$ cat src/rtl/riscv_pkg.sv
// Shared RV32 privilege/status types, CSR addresses and field masks.
// Define RISCV_SMODE_EN to build with supervisor mode and the sstatus view.
package riscv_pkg;

`ifdef RISCV_SMODE_EN
    localparam bit SMODE_EN = 1'b1;
`else
    localparam bit SMODE_EN = 1'b0;
`endif

    typedef enum logic [1:0] {
        PRIV_U = 2'b00,
        PRIV_S = 2'b01,
        PRIV_M = 2'b11
    } priv_lvl_t;

    typedef enum logic [1:0] {
        XS_OFF     = 2'b00,
        XS_INITIAL = 2'b01,
        XS_CLEAN   = 2'b10,
        XS_DIRTY   = 2'b11
    } xs_t;

    typedef enum logic [1:0] {
        CSR_READ  = 2'b00,
        CSR_WRITE = 2'b01,
        CSR_SET   = 2'b10,
        CSR_CLEAR = 2'b11
    } csr_op_e;

    localparam logic [11:0] CSR_MSTATUS  = 12'h300;
    localparam logic [11:0] CSR_MSTATUSH = 12'h310;
    localparam logic [11:0] CSR_SSTATUS  = 12'h100;

    typedef struct packed {
        logic        sd;
        logic [10:0] wpri30;
        logic        mxr;
        logic        sum;
        logic        mprv;
        xs_t         xs;
        xs_t         fs;
        priv_lvl_t   mpp;
        logic [1:0]  vs;
        logic        spp;
        logic        mpie;
        logic        ube;
        logic        spie;
        logic        wpri4;
        logic        mie;
        logic        wpri2;
        logic        sie;
        logic        wpri0;
    } mstatus_rv32_t;

    localparam logic [31:0] SSTATUS_MASK = 32'h800D_E762;

    // Bits software may change; FS/VS/XS/UBE/SD stay hardwired to zero.
`ifdef RISCV_SMODE_EN
    localparam logic [31:0] MSTATUS_WMASK = 32'h000E_19AA;
`else
    localparam logic [31:0] MSTATUS_WMASK = 32'h0002_1888;
`endif

endpackage

$ cat src/rtl/status_wmask.sv
// Next mstatus value for a CSR op: view/writable masking plus MPP WARL.
// MPP legality depends on RISCV_SMODE_EN (via riscv_pkg::SMODE_EN).
module status_wmask
    import riscv_pkg::*;
(
    input  logic [31:0] old_val,
    input  logic [31:0] operand,
    input  csr_op_e     op,
    input  logic        sview,
    output logic [31:0] new_val
);

    logic [31:0] raw;
    logic [31:0] mask;
    logic [31:0] merged;
    logic [1:0]  mpp_new;
    logic        mpp_bad;

    always_comb begin
        raw = old_val;
        unique case (op)
            CSR_READ:  raw = old_val;
            CSR_WRITE: raw = operand;
            CSR_SET:   raw = old_val | operand;
            CSR_CLEAR: raw = old_val & ~operand;
        endcase
    end

    assign mask    = (sview ? SSTATUS_MASK : 32'hFFFF_FFFF) & MSTATUS_WMASK;
    assign merged  = (old_val & ~mask) | (raw & mask);
    assign mpp_new = merged[12:11];
    assign mpp_bad = (mpp_new == 2'b10) || (!SMODE_EN && mpp_new == 2'b01);

    always_comb begin
        new_val = merged;
        if (mpp_bad) new_val[12:11] = old_val[12:11];
    end

endmodule

$ cat src/rtl/status_csr_unit.sv
// mstatus/sstatus owner and privilege tracker with trap/return updates.
// Supervisor features are enabled by defining RISCV_SMODE_EN.
module status_csr_unit
    import riscv_pkg::*;
#(
    parameter int XLEN = 32
) (
    input  logic            clk_i,
    input  logic            rst_ni,
    input  logic            csr_req_valid_i,
    output logic            csr_req_ready_o,
    input  logic [11:0]     csr_addr_i,
    input  logic [1:0]      csr_op_i,
    input  logic [XLEN-1:0] csr_wdata_i,
    output logic            csr_rsp_valid_o,
    output logic [XLEN-1:0] csr_rdata_o,
    output logic            csr_rsp_err_o,
    input  logic            trap_i,
    input  logic            trap_to_s_i,
    input  logic            mret_i,
    input  logic            sret_i,
    output logic [1:0]      priv_lvl_o,
    output logic [XLEN-1:0] mstatus_o
);

    mstatus_rv32_t mst_q, mst_d;
    priv_lvl_t     priv_q, priv_d;

    logic        is_m, is_mh, is_s;
    logic        accept, err_d, req_wr;
    logic        trap_s, sret_ok;
    logic [31:0] rdata_d;
    logic [31:0] new_val;
    csr_op_e     op;

    assign op    = csr_op_e'(csr_op_i);
    assign is_m  = csr_addr_i == CSR_MSTATUS;
    assign is_mh = csr_addr_i == CSR_MSTATUSH;
    assign is_s  = csr_addr_i == CSR_SSTATUS;

    assign csr_req_ready_o = !(trap_i || mret_i || (SMODE_EN && sret_i));
    assign accept          = csr_req_valid_i && csr_req_ready_o;

    assign err_d = !(is_m || is_mh || is_s)
                || priv_q == PRIV_U
                || ((is_m || is_mh) && priv_q == PRIV_S)
                || (is_s && !SMODE_EN);

    assign req_wr = accept && !err_d && !is_mh && op != CSR_READ;

    // A trap taken in M never drops to S, even if delegation is requested.
    assign trap_s  = SMODE_EN && trap_to_s_i && priv_q != PRIV_M;
    assign sret_ok = SMODE_EN && sret_i && priv_q != PRIV_U;

    always_comb begin
        rdata_d = 32'h0;
        if (!err_d) begin
            unique case (1'b1)
                is_m:    rdata_d = mst_q;
                is_s:    rdata_d = mst_q & SSTATUS_MASK;
                default: rdata_d = 32'h0;
            endcase
        end
    end

    status_wmask u_wmask (
        .old_val (mst_q),
        .operand (csr_wdata_i),
        .op      (op),
        .sview   (is_s),
        .new_val (new_val)
    );

    always_comb begin
        mst_d  = mst_q;
        priv_d = priv_q;
        if (trap_i) begin
            if (trap_s) begin
                mst_d.spie = mst_q.sie;
                mst_d.sie  = 1'b0;
                mst_d.spp  = priv_q[0];
                priv_d     = PRIV_S;
            end else begin
                mst_d.mpie = mst_q.mie;
                mst_d.mie  = 1'b0;
                mst_d.mpp  = priv_q;
                priv_d     = PRIV_M;
            end
        end else if (mret_i) begin
            mst_d.mie  = mst_q.mpie;
            mst_d.mpie = 1'b1;
            mst_d.mpp  = PRIV_U;
            priv_d     = mst_q.mpp;
            if (mst_q.mpp != PRIV_M) mst_d.mprv = 1'b0;
        end else if (sret_ok) begin
            mst_d.sie  = mst_q.spie;
            mst_d.spie = 1'b1;
            mst_d.spp  = 1'b0;
            mst_d.mprv = 1'b0;
            priv_d     = priv_lvl_t'({1'b0, mst_q.spp});
        end else if (req_wr) begin
            mst_d = mstatus_rv32_t'(new_val);
        end
    end

    always_ff @(posedge clk_i or negedge rst_ni) begin
        if (!rst_ni) begin
            mst_q           <= '0;
            priv_q          <= PRIV_M;
            csr_rsp_valid_o <= 1'b0;
            csr_rdata_o     <= '0;
            csr_rsp_err_o   <= 1'b0;
        end else begin
            mst_q           <= mst_d;
            priv_q          <= priv_d;
            csr_rsp_valid_o <= accept;
            if (accept) begin
                csr_rdata_o   <= rdata_d;
                csr_rsp_err_o <= err_d;
            end
        end
    end

    assign priv_lvl_o = priv_q;
    assign mstatus_o  = mst_q;

endmodule

$ cat config.mk
export PLATFORM = sky130hd
export DESIGN_NAME = status_csr_unit
export DESIGN_NICKNAME = d
export VERILOG_FILES = /design/src/rtl/riscv_pkg.sv /design/src/rtl/status_wmask.sv /design/src/rtl/status_csr_unit.sv
export SDC_FILE = /design/constraint.sdc
export NUM_CORES = 1
export LEC_CHECK = 0
export BUFFER_PORTS_ARGS = -buffer_cell sky130_fd_sc_hd__clkbuf_2
export CORE_ASPECT_RATIO = 1.2
export CORE_MARGIN = 2
export CORE_UTILIZATION = 41
export CTS_BUF_LIST = sky130_fd_sc_hd__clkbuf_2 sky130_fd_sc_hd__clkbuf_4 sky130_fd_sc_hd__clkbuf_8
export DETAILED_ROUTE_END_ITERATION = 16
export GPL_ROUTABILITY_DRIVEN = 0
export PLACE_DENSITY = 0.83
export RECOVER_POWER = 100
export SETUP_SLACK_MARGIN = 0.1
export SKIP_LAST_GASP = 1
export SYNTH_ARGS = -nofsm -noshare
export SYNTH_HDL_FRONTEND = slang
export SYNTH_SLANG_ARGS = --single-unit
$ cat constraint.sdc
create_clock -name clk_i -period 3 [get_ports clk_i]
set_input_delay 0.15 -clock clk_i [delete_from_list [all_inputs] [get_ports clk_i]]
set_output_delay 0.15 -clock clk_i [all_outputs]
set_load 0.1 [all_outputs]
==> run summary, run 1 <==
The area growth from synthesis to layout came out at 0.560%. The portion of the clock cycle consumed by the worst path in the final layout is 62.8%. After clock tree synthesis, the clock-pin slew on the worst setup and hold paths is 0.08 ns. Synthesis produced a netlist whose cell count is 145. The kind of cell with the highest combined delay along the critical path is buffers and inverters. Entering global routing, the biggest net connects 15 pins. In this run, distinct cell masters in the synthesized netlist total 44. The die boundary width came out at 56.2 µm. The signal on the critical path passes through clkbuf_1. In this run the power density over the cells is 603 mW/mm². The wire length after detailed routing is 2500 µm. For this design the static power due to leakage is 0.000718 µW. Counting flops and latches in the post-synthesis netlist gives 14.

The final number of hold-violating endpoints came out at 0. The clock buffer count from CTS is 3. Timing would allow up to 531 MHz.

The sort of element at the end of the critical path is an output port. The count of warnings emitted by yosys came out at 0. The run finished with clean final reports.

The count of TritonRoute iterations in the first routing pass came out at 4. The mean post-synth cell area came out at 9.24 µm². The worst path buffer plus inverter count came out at 1. The HPWL reported at the end of detailed placement came out at 2050 µm. Fill cells in the final layout number 328. The number of vias in the routed layout came out at 993. At the worst endpoint, the arrival time is 1.73 ns. The shortest clock period the worst path allows after layout came out at 1.88 ns. The final number of max-transition violations came out at 0. The worst reg-to-reg setup slack is 1.29 ns.

Setup violations remaining at the end of the flow were counted as 0. Summing every instance area after synthesis gives 0.00134 mm². The first global-routing pass estimated 4000 µm of wire. After detailed routing, the number of remaining DRC violations is 0. VDD sags by at most 0.272 mV. The remaining antenna violation count came out at 0. The initial antenna violation count came to 0. The starting density of the core came out at 43.5%. The floorplan has 22 rows. The core region is 0.00308 mm². The die boundary height is 66.6 µm. The standard cell with the maximum stage delay on the critical path is clkbuf_1.

In this run the worst path has a maximum fanout of 5. TritonCTS built the clock tree. By startpoint and endpoint, the worst setup path is classified as reg2out. Sequential cells were found to cover 26.3% of the synthesized design area. The total negative slack came out at 0 ns. The initial detailed-routing violation count is 12. At the end of the flow the core is filled with cells to 43.7%. Data on the critical path is required at its endpoint by 2.85 ns. The via count of the first global-routing pass is 928. The H-tree depth is 1. In this design, the stage delay of the slowest critical-path cell is 0.88 ns. 0 antenna diodes ended up in the layout. 122 I/O pins were placed.

In this run, post-CTS repair resized a total of 0 instances. The buffer levels on the longest clock path is 2. The residual overflow from global routing is 0. The die covers 0.00374 mm². The nature of the critical path startpoint is a flip-flop. The later-pin clock latency in the skew report came out at 0.28 ns. The max-slew headroom at the worst pin came out at 22.2%.

For the final database, setup skew stands at 0.00248 ns. The share of layout cells above drive strength 1 is 18.6%. At the pin with the least slew margin, the transition time is 1.17 ns. The count of port buffers added during placement came out at 38. The max-cap violation count is 0. Across every metal layer, demand over resource in global routing totals 13.7%.

The final-stage net count is 237. The buffer cell driving the clock tree root is clkbuf_4. The TritonCTS sink count is 14. Setup repair after global routing left no endpoint under its margin. The path class of the lowest-slack min-delay path is in2reg. The number of vias per cell after detailed routing is 4.53. The wire length per cell is 11.4 µm.
state kept, by name (all words and copies together), names as in the netlist:
signal / count
csr_rdata_o: 5
csr_rsp_err_o: 1
csr_rsp_valid_o: 1
mstatus_o: 5
priv_lvl_o: 2
synthesized netlist by cell type, drive strengths merged:
| cell type | n | area, µm² |
|---|---|---|
| nor3 | 1 | 5.00 |
| a221oi | 1 | 8.76 |
| nor4b | 1 | 8.76 |
| a22o | 3 | 26.3 |
| a211o | 3 | 26.3 |
| o31ai | 1 | 7.51 |
| dfstp | 2 | 52.6 |
| a21oi | 5 | 25.0 |
| conb | 1 | 3.75 |
| nand4b | 1 | 23.8 |
| nand2 | 10 | 37.5 |
| nor3b | 1 | 7.51 |
| o31a | 3 | 26.3 |
| nor2b | 1 | 6.26 |
| nor2 | 3 | 27.5 |
| buf | 57 | 433 |
| clkbuf | 1 | 3.75 |
| dfrtp | 12 | 300 |
| o2bb2ai | 2 | 17.5 |
| a2bb2oi | 1 | 8.76 |
| a31oi | 1 | 6.26 |
| a32oi | 1 | 8.76 |
| o21ai | 5 | 25.0 |
| or2 | 1 | 6.26 |
| or3b | 1 | 8.76 |
| xor2 | 3 | 26.3 |
| and4 | 1 | 10.0 |
| nand3 | 1 | 17.5 |
| and2 | 4 | 26.3 |
| xnor2 | 1 | 8.76 |
| inv | 5 | 18.8 |
| or3 | 1 | 6.26 |
| and3 | 2 | 18.8 |
| o311ai | 2 | 25.0 |
| nand4 | 2 | 12.5 |
| a21o | 1 | 7.51 |
| o22a | 1 | 8.76 |
| nor4 | 2 | 42.5 |
metrics by stage:
stage                     cell area (µm²)  setup slack, ns  power [µW]  hold slack [ns]  std cells
final                                1350             1.12         813            0.248        219
after global routing                 1350             1.07         841            0.266        219
after CTS                            1380             1.46         819            0.235        219
after detailed placement             1340             1.21         683           0.0733        214
after global placement               1340             1.24         680           0.0663        214
after floorplan                      1540            0.749         695           -0.146        198
cell usage in the layout (no fill, tap or decap), types with 2 or more instances in the layout:
cell type / synthesis / routed
conb_1: 1 / 54
clkbuf_2: 0 / 21
clkbuf_1: 1 / 17
dfrtp_1: 12 / 12
nand2_1: 10 / 10
inv_1: 5 / 5
o21ai_0: 5 / 5
a21oi_1: 5 / 5
a211o_1: 3 / 3
xor2_1: 3 / 3
o31a_1: 3 / 3
a22o_1: 3 / 3
clkbuf_4: 0 / 3
nor2_1: 2 / 2
nor4_4: 2 / 2
and2_1: 3 / 2
and2_0: 0 / 2
o2bb2ai_1: 2 / 2
nand4_1: 2 / 2
report_power, final:
group	internal [µW]	switching, µW
logic	41.8	425
registers	200	10.9
clock network	73.8	60.8
metal layers:
metal / track usage (%) / vias up / routed length, µm
met3: 3.69 / 7 / 260
met5: 0 / - / 0
li1: - / 473 / -
met4: 7.74 / 0 / 53
met2: 25.6 / 66 / 1220
met1: 13.6 / 447 / 964
cells by family (layout without fill, tap and decap cells):
family | count (synthesis) | in the layout | share of synthesized area [%]
buf+inv | 63 | 48 | 34.0
simple gates | 33 | 33 | 19.8
compound gates | 30 | 30 | 17.0
flops | 14 | 14 | 26.3
xor+xnor | 4 | 4 | 2.61
other cells | 1 | 54 | 0.280
repair_timing:
item,CTS,global route
hold buffers,1,0
hold endpoints to repair,12,0
buffers inserted,0,0
path summary, 6_finish.rpt:
| check | start | to | cells past startpoint |
|---|---|---|---|
| hold reg to reg | csr_rdata_o[7] | csr_rdata_o[7] | 2 |
| min in group asynchronous | rst_ni | csr_rdata_o[12] | 2 |
| hold / removal | mret_i | priv_lvl_o[1] | 2 |
| setup reg to reg | priv_lvl_o[1] | mstatus_o[17] | 4 |
| setup / recovery | priv_lvl_o[1] | priv_lvl_o[1] | 1 |
| max in group asynchronous | rst_ni | mstatus_o[3] | 2 |
cell type report:
cell class	instances	area, µm²	share of cell area (%)
multi-input combinational	121	716	53.1
sequential	14	353	26.2
timing repair buffer	39	179	13.3
tap	36	45.0	3.34
clock buffer	4	36.3	2.69
inverter	5	18.8	1.39
No activity file was read; power rests on OpenSTA's default activity.
==> run 2: changes to the inputs <==
- ABC_AREA: not set -> 1
- CORE_UTILIZATION: 41 -> 37
- PLACE_DENSITY: 0.83 -> 0.75
- clock period: 3 -> 1.7 ns (I/O delays scaled with it)
==> run 2 against run 1 <==
  * Register-to-register slack got worse by 1.1 ns
  * First-iteration DRC count increased to 4.1 times the previous value
  * Die area increased by 24%
==> run summary, run 2 <==
The flow ran to the end, and the final reports show no timing, DRC or antenna violations. The worst hold slack across all endpoints is 0.166 ns (-0.0821 ns). The core box area is 0.00394 mm² (+28%). By count the netlist is led by buf_4, nand2_1, inv_1, nand3_1, o21ai_0.

The die boundary height was 74.4 µm (+12%). The final number of hold-violating endpoints came out at 0 (unchanged). The aggregate global-route resource usage is 12.5% (-1.2 points).

The number of synthesized flops with an enable pin came to 0 (unchanged). The via count of the first global-routing pass came out at 1,099 (+18%). The placed instance area is 0.00157 mm² (+17%). The clock transition at the registers of the reported paths was 0.06 ns (-0.02 ns). The critical register-to-register path startpoint is priv_lvl_o[1].

The remaining antenna violation count is 0 (unchanged). The worst hold path begins at csr_req_valid_i. The synthesized cell area came to 0.00153 mm² (+14%). The number of vias per cell after detailed routing came out at 4.14 (-8.8%).

The number of placed instances, taps included came out at 302 (+41%). The H-tree depth came out at 1 (unchanged). The max-slew headroom at the worst pin was 23.2% (+1.0 points). Setup repair after global routing left no endpoint under its margin. The number of primary I/O pins came out at 122 (unchanged). The share of layout cells above drive strength 1 was 24.5% (+5.9 points).

The count of cell types in the netlist came out at 25 (-43%). The global-route wire length before repair is 4620 µm (+15%). After layout, the worst path uses 88.2% of the clock period. The final clock skew came out at 0.00229 ns (-0.000188 ns). The kind of critical path is reg2reg. The wire length per cell was 9.29 µm (-19%).

The max-cap violation count is 0 (unchanged). The initial detailed-routing violation count came out at 49 (+37). The capture endpoint of the worst hold path is csr_rsp_valid_o. The tree is rooted in a clkbuf_8.

The mean post-synth cell area is 7.17 µm² (-22%). The TritonCTS sink count came out at 14 (unchanged). The xor-xnor portion of the synthesized cell area came out at 0% (-2.6 points). The number of filler cells placed in the layout came out at 453 (+38%). The register bit total from synthesis is 14 (unchanged). The count of port buffers added during placement came out at 38 (unchanged).

The compound-cell area share of the yosys netlist came out at 7.54% (-9.5 points). The maximum operating frequency is 667 MHz. The cell area after layout came to 0.00162 mm² (+20%). The static leakage is 0.000970 µW (+35%). The simple-gate share of the synthesized area is 35.8% (+16 points). The slew at the pin closest to its max-slew limit is 1.16 ns (-0.0155 ns). The cell accounting for the most synthesized area is buf_4. The number of cells in the finished layout apart from fillers came out at 307 (+40%).

The nature of the critical path startpoint is a flip-flop. The fraction of synthesized area in multiplexers is 0% (unchanged). The sequential area share after synthesis came out at 23.1% (-3.2 points). The most common library cell in the layout ignoring fill and taps is conb_1. The final-stage net count is 307 (+30%).

The final setup violation count came out at 0 (unchanged). The count of TritonRoute iterations in the first routing pass is 4 (unchanged). The initial antenna violation count is 0 (unchanged). The area fraction of the dominant cell type after synthesis is 26.6% (-3.7 points).

The top cell types in the final layout, fill and taps aside, are conb_1, nand2_1, clkbuf_2, nand3_1, inv_1. The power density relative to cell area is 976 mW/mm² (+62%). The post-CTS setup repair buffer count was 0 (unchanged). The number of cells traversed by the worst register-to-register path is 9 (+5). The synthesized instance count came out at 213 (+47%). The post-route core utilization came out at 41.0% (-2.7 points). The clock buffer count from CTS is 3 (unchanged).

The instance count along the most critical hold path is 3 (+1). The area growth from synthesis to layout came out at 5.90%. The largest family of logic cells by synthesized area is simple AND/OR/NAND/NOR gates. The residual overflow from global routing is 0 (unchanged).

The final number of max-transition violations came out at 0 (unchanged). The data arrival time of the critical path came to 1.64 ns (-0.09 ns). The adder and majority gate portion of the synthesized area came to 0% (unchanged). TritonCTS built the clock tree. The largest fanout on the critical path is 6 (+1). The number of gates given a new drive strength after cts is 0 (unchanged). The die boundary width came out at 62.6 µm (+11%). The buffer levels on the longest clock path came out at 2 (unchanged). The final antenna diode count is 0 (unchanged).

The tightest min-delay check is of the in2reg type. The number of vias in the routed layout came out at 1,270 (+28%). For this run, the leading register cell type out of synthesis is dfrtp_1.

The HPWL reported at the end of detailed placement is 2420 µm (+18%). The total negative slack came out at 0 ns (unchanged). The worst register-to-register path ends at mstatus_o[17]. The wire length after detailed routing came out at 2850 µm (+14%). By area the synthesized netlist is led by buf_4, dfrtp_1, nand2_1. The worst reg-to-reg setup slack came out at 0.20 ns (-1.09 ns). The worst path in the final design needs a cycle of 1.50 ns, including I/O delays and setup. The sort of element at the end of the critical path is a flip-flop. The starting density of the core is 38.7% (-4.7 points). The async set-or-reset flop fraction in the synthesized netlist is 100% (unchanged). The later-pin clock latency in the skew report came out at 0.25 ns (-0.03 ns).

The count of unresolved DRC violations after routing is 0 (unchanged). The die area was 0.00466 mm² (+24%). The number of rows in the core area came out at 25 (+14%). The largest net degree at the start of global routing is 15 (unchanged). The hold buffer count at CTS came to 1 (unchanged). The data required time of the worst path is 1.84 ns (-1.01 ns). The count of warnings emitted by yosys came out at 0 (unchanged). Among all cell types in the netlist, the one instantiated most often is buf_4. The peak ir drop on the vdd network is 0.250 mV (-8.0%).
[run 2: cell types whose count changed in the layout (fill, tap and decap cells not counted), sizes merged, moves of 4 or more]
cell	previous run	this run
inv	5	20
o21ai	5	15
nand4	2	7
nor2	3	19
and2	4	0
nand3	1	18
nand2	10	55
[run 2: kinds of logic (layout without fill, tap and decap cells)]
logic type | after synthesis | count (layout)
flip-flops | 14 | 14
AO/OA/AOI/OAI | 21 | 21
buffers and inverters | 77 | 64
other | 1 | 54
AND/OR/NAND/NOR | 100 | 100
[run 2: report_power, final]
| group | leakage [µW] | internal [µW] | switching, µW | total (µW) |
|---|---|---|---|---|
| Clock | 0.0000262 | 182 | 117 | 299 |
| Sequential | 0.000177 | 357 | 29.8 | 387 |
| Combinational | 0.000766 | 87.3 | 805 | 893 |
[run 2: layout make-up]
cell class | count | area, µm² | area share, %
clock buffers | 4 | 48.8 | 3.02
flip-flops and latches | 14 | 357 | 22.1
multi-input cells | 175 | 865 | 53.5
repair buffers | 39 | 196 | 12.2
well taps | 54 | 67.6 | 4.18
inverters | 21 | 82.6 | 5.11
[run 2: through the flow]
step / worst slack [ns] / total power, µW
after CTS: 0.234 / 1590
after global routing: 0.128 / 1640
final: 0.200 / 1580
after floorplan: 0.105 / 1290
after global placement: 0.250 / 1280
after detailed placement: 0.246 / 1290
[run 2: critical path, cell delays in order (launching register included)]
cell and delay (ns):
dfstp_4 0.63, inv_4 0.05, nor2_8 0.09, nand4_4 0.12, nor2_4 0.17, nor2_4 0.05
clkinvlp_2 0.09, nand2_2 0.07, nand2_2 0.06, o21ai_2 0.04
[run 2: worst max path at each step]
stage / from / endpoint
floorplan: priv_lvl_o[1] / mstatus_o[17]
finish: priv_lvl_o[1] / mstatus_o[17]
CTS: priv_lvl_o[1] / mstatus_o[17]
global route: mstatus_o[12] / mstatus_o[12]
detailed placement: priv_lvl_o[1] / mstatus_o[17]
global placement: priv_lvl_o[1] / mstatus_o[17]
[run 2: routing by layer]
metal  routed length [µm]  global-route usage (%)
met5                    0                       0
met4                   62                    6.91
met3                  159                    1.21
met2                 1470                    23.7
met1                 1160                    13.9
==> run 3: changes to the inputs <==
- ABC_AREA: 1 -> not set
- CAP_MARGIN: not set -> 20
- CORE_UTILIZATION: 37 -> 35
==> run 3 against run 2 <==
  * Sequential power fell by 3%
  * Power down 2.9%
  * Utilization shrank 1.0 points
  * Fmax shrank 5.0%
  * Clock-buffer cell count stayed put
  * Global-route usage decreased by 1.3 points
  * Sequential share of layout area grew 2.3 points
  * Register-to-register slack worse by 0.08 ns
  * Cell area shrank 9.4%
  * Non-clock buffer count increased by 6
==> run summary, run 3 (synthesis gave the netlist of run 1 again) <==
The post-placement worst setup slack is 0.135 ns (-0.112 ns). The slew at the pin closest to its max-slew limit is 0.705 ns (-0.452 ns). The global-route wire length before repair is 3650 µm (-21%). The path class of the tightest hold or removal check is in2reg. The number of filler cells placed in the layout came out at 404 (-11%). The via count of the first global-routing pass was 864 (-21%). The residual overflow from global routing is 0 (unchanged).

The shortest clock period the worst path allows after layout is 1.58 ns (+0.0783 ns). The worst hold slack across all endpoints is 0.220 ns (+0.0538 ns). The final number of hold-violating endpoints is 0 (unchanged). The post-CTS setup repair buffer count is 0 (unchanged). The number of primary I/O pins is 122 (unchanged). Walking the worst path, the cells encountered are and4_4, nand3_4, o311ai_1, o31a_1. The peak ir drop on the vdd network is 0.254 mV (+1.6%).

The portion of the clock cycle consumed by the worst path in the final layout came out at 92.8% (+4.6 points). The initial detailed-routing violation count is 36 (-27%). The final antenna diode count is 0 (unchanged). In this run the most critical hold path is launched from trap_i. In the layout the commonest cells are conb_1, clkbuf_2, dfrtp_1, nand2_1.

The data required time of the worst path is 1.89 ns (+0.05 ns). Setup repair after global routing left no endpoint under its margin. The total negative slack is 0 ns (unchanged).

The setup path with the least slack is of type reg2reg. The final-stage net count was 243 (-21%). The met3 wire length was 226 µm (+42%). The remaining antenna violation count was 0 (unchanged).

The data arrival time of the critical path is 1.76 ns (+0.12 ns). The number of cells in the finished layout apart from fillers is 241 (-21%). The H-tree depth was 1 (unchanged). The final number of max-transition violations came out at 0 (unchanged). The max-cap violation count was 0 (unchanged). TritonCTS built the clock tree. The worst path buffer plus inverter count came out at 0 (-2). The family with the most delay on the worst path is flip-flops. The multi-input combinational cell area was 729 µm² (-16%).

The starting density of the core came to 36.6% (-2.2 points). The nature of the critical path startpoint is a flip-flop. The sum of met2 wire segment lengths after detailed routing is 1240 µm (-16%).

The power density relative to cell area is 1050 mW/mm² (+7.2%). The number of vias in the routed layout is 1,020 (-20%). The die area is 0.00434 mm² (-6.8%). The clock transition at the registers of the reported paths is 0.05 ns (about the same). The final clock skew was 0.00142 ns (-0.000871 ns).

The sequential cell area is 357 µm² (unchanged). The max-slew headroom at the worst pin came out at 53.0% (+30 points). The die boundary height is 71.8 µm (-3.5%). The wire length per cell came to 10.0 µm (+7.7%).

The TritonCTS sink count came out at 14 (unchanged). The run finished with clean final reports. The slowest stage of the critical path is the dfstp_4 cell. The count of port buffers added during placement is 38 (unchanged). The detailed-routing wirelength on met1 is 897 µm (-22%).

The sum of internal, switching and leakage power is 1530 µW (-2.9%). The core box area came to 0.00366 mm² (-7.0%). The buffer levels on the longest clock path is 2 (unchanged). Tracing the worst setup path back leads to its startpoint at priv_lvl_o[1]. The later-pin clock latency in the skew report is 0.25 ns (about the same). The number of rows in the core area came out at 24 (-4.0%). The critical register-to-register path startpoint is priv_lvl_o[1]. The initial antenna violation count is 0 (unchanged). The count of unresolved DRC violations after routing came out at 0 (unchanged).

The maximum operating frequency came to 634 MHz (-5.0%). The number of placed instances, taps included came out at 236 (-22%). The aggregate global-route resource usage is 11.2% (-1.3 points).

The final setup violation count is 0 (unchanged). The delay contributed by the slowest stage of the critical path is 0.63 ns (about the same). The most common library cell in the layout ignoring fill and taps is conb_1. The wire length after detailed routing is 2410 µm (-15%). The count of TritonRoute iterations in the first routing pass came to 4 (unchanged). The largest net degree at the start of global routing is 15 (unchanged). The worst setup margin came out at 0.122 ns (-0.0783 ns).

The HPWL reported at the end of detailed placement is 2030 µm (-16%). The share of layout cells above drive strength 1 came to 30.7% (+6.2 points). STA classifies the critical path endpoint as a flip-flop. The highest signal layer in the routed design is met4. The static leakage came out at 0.000804 µW (-17%).

The die boundary width is 60.5 µm (-3.4%). The largest fanout on the critical path came out at 5 (-1). In this run the clock root is driven by a clkbuf_8. The clock buffer count from CTS was 3 (unchanged). The area growth from synthesis to layout came out at 9.34%. The number of vias per cell after detailed routing came out at 4.23 (+2.3%).
==> run 3: changes by cell type in the layout (fill, tap and decap cells not counted), moves of 4 or more <==
cell and delta:
nand2_1 -39, nand3_1 -18, inv_1 -12, nor2_1 -9, o21ai_0 -8, buf_4 +5, nand4_1 -4, nor2_4 -4
==> run 3: repair_timing <==
item / in CTS / in global routing
hold buffers: 1 / 0
endpoints found under the setup margin: 0 / 0
endpoints found under the hold margin: 12 / 0
resized for setup: 0 / 0
==> run 3: cell type report <==
cell class              instances  area share [%]
clock buffers                   4            3.76
inverters                       5            1.28
multi-input cells             121            49.8
flip-flops and latches         14            24.3
well taps                      52            4.44
repair buffers                 45            16.4
==> run 3: worst min-delay path, cell delays in order <==
cell      delay [ns]
clkbuf_2        0.08
buf_4           0.16
a211o_1         0.11
==> run 3: worst paths after layout <==
kind                              endpoint  slack (ns)  cells past startpoint
setup / recovery             mstatus_o[12]        0.12                      4
hold / removal               priv_lvl_o[1]        0.22                      3
setup reg to reg             mstatus_o[12]        0.12                      4
hold reg to reg              csr_rsp_err_o        0.47                      2
max in group asynchronous  csr_rdata_o[11]        0.85                      2
min in group asynchronous  csr_rdata_o[17]        0.41                      2
==> run 3: report_power, final <==
| part | total, µW | leakage, µW | switching [µW] | internal, µW |
|---|---|---|---|---|
| clock network | 321 | 0.0000288 | 116 | 205 |
| registers | 376 | 0.000178 | 20.1 | 355 |
| logic | 836 | 0.000597 | 750 | 85.9 |
==> run 3: per-stage QoR <==
step                      utilization [%]  area (µm²)
after floorplan                         -        1560
after global placement               38.8        1420
after detailed placement             38.8        1420
after CTS                            40.5        1490
after global routing                 40.0        1470
final                                40.0        1470
==> run 3: per-layer routing <==
layer	global-route usage, %	vias up
li1	-	480
met1	12.3	470
met2	19.6	65
met3	2.35	5
met4	5.80	0
met5	0	-
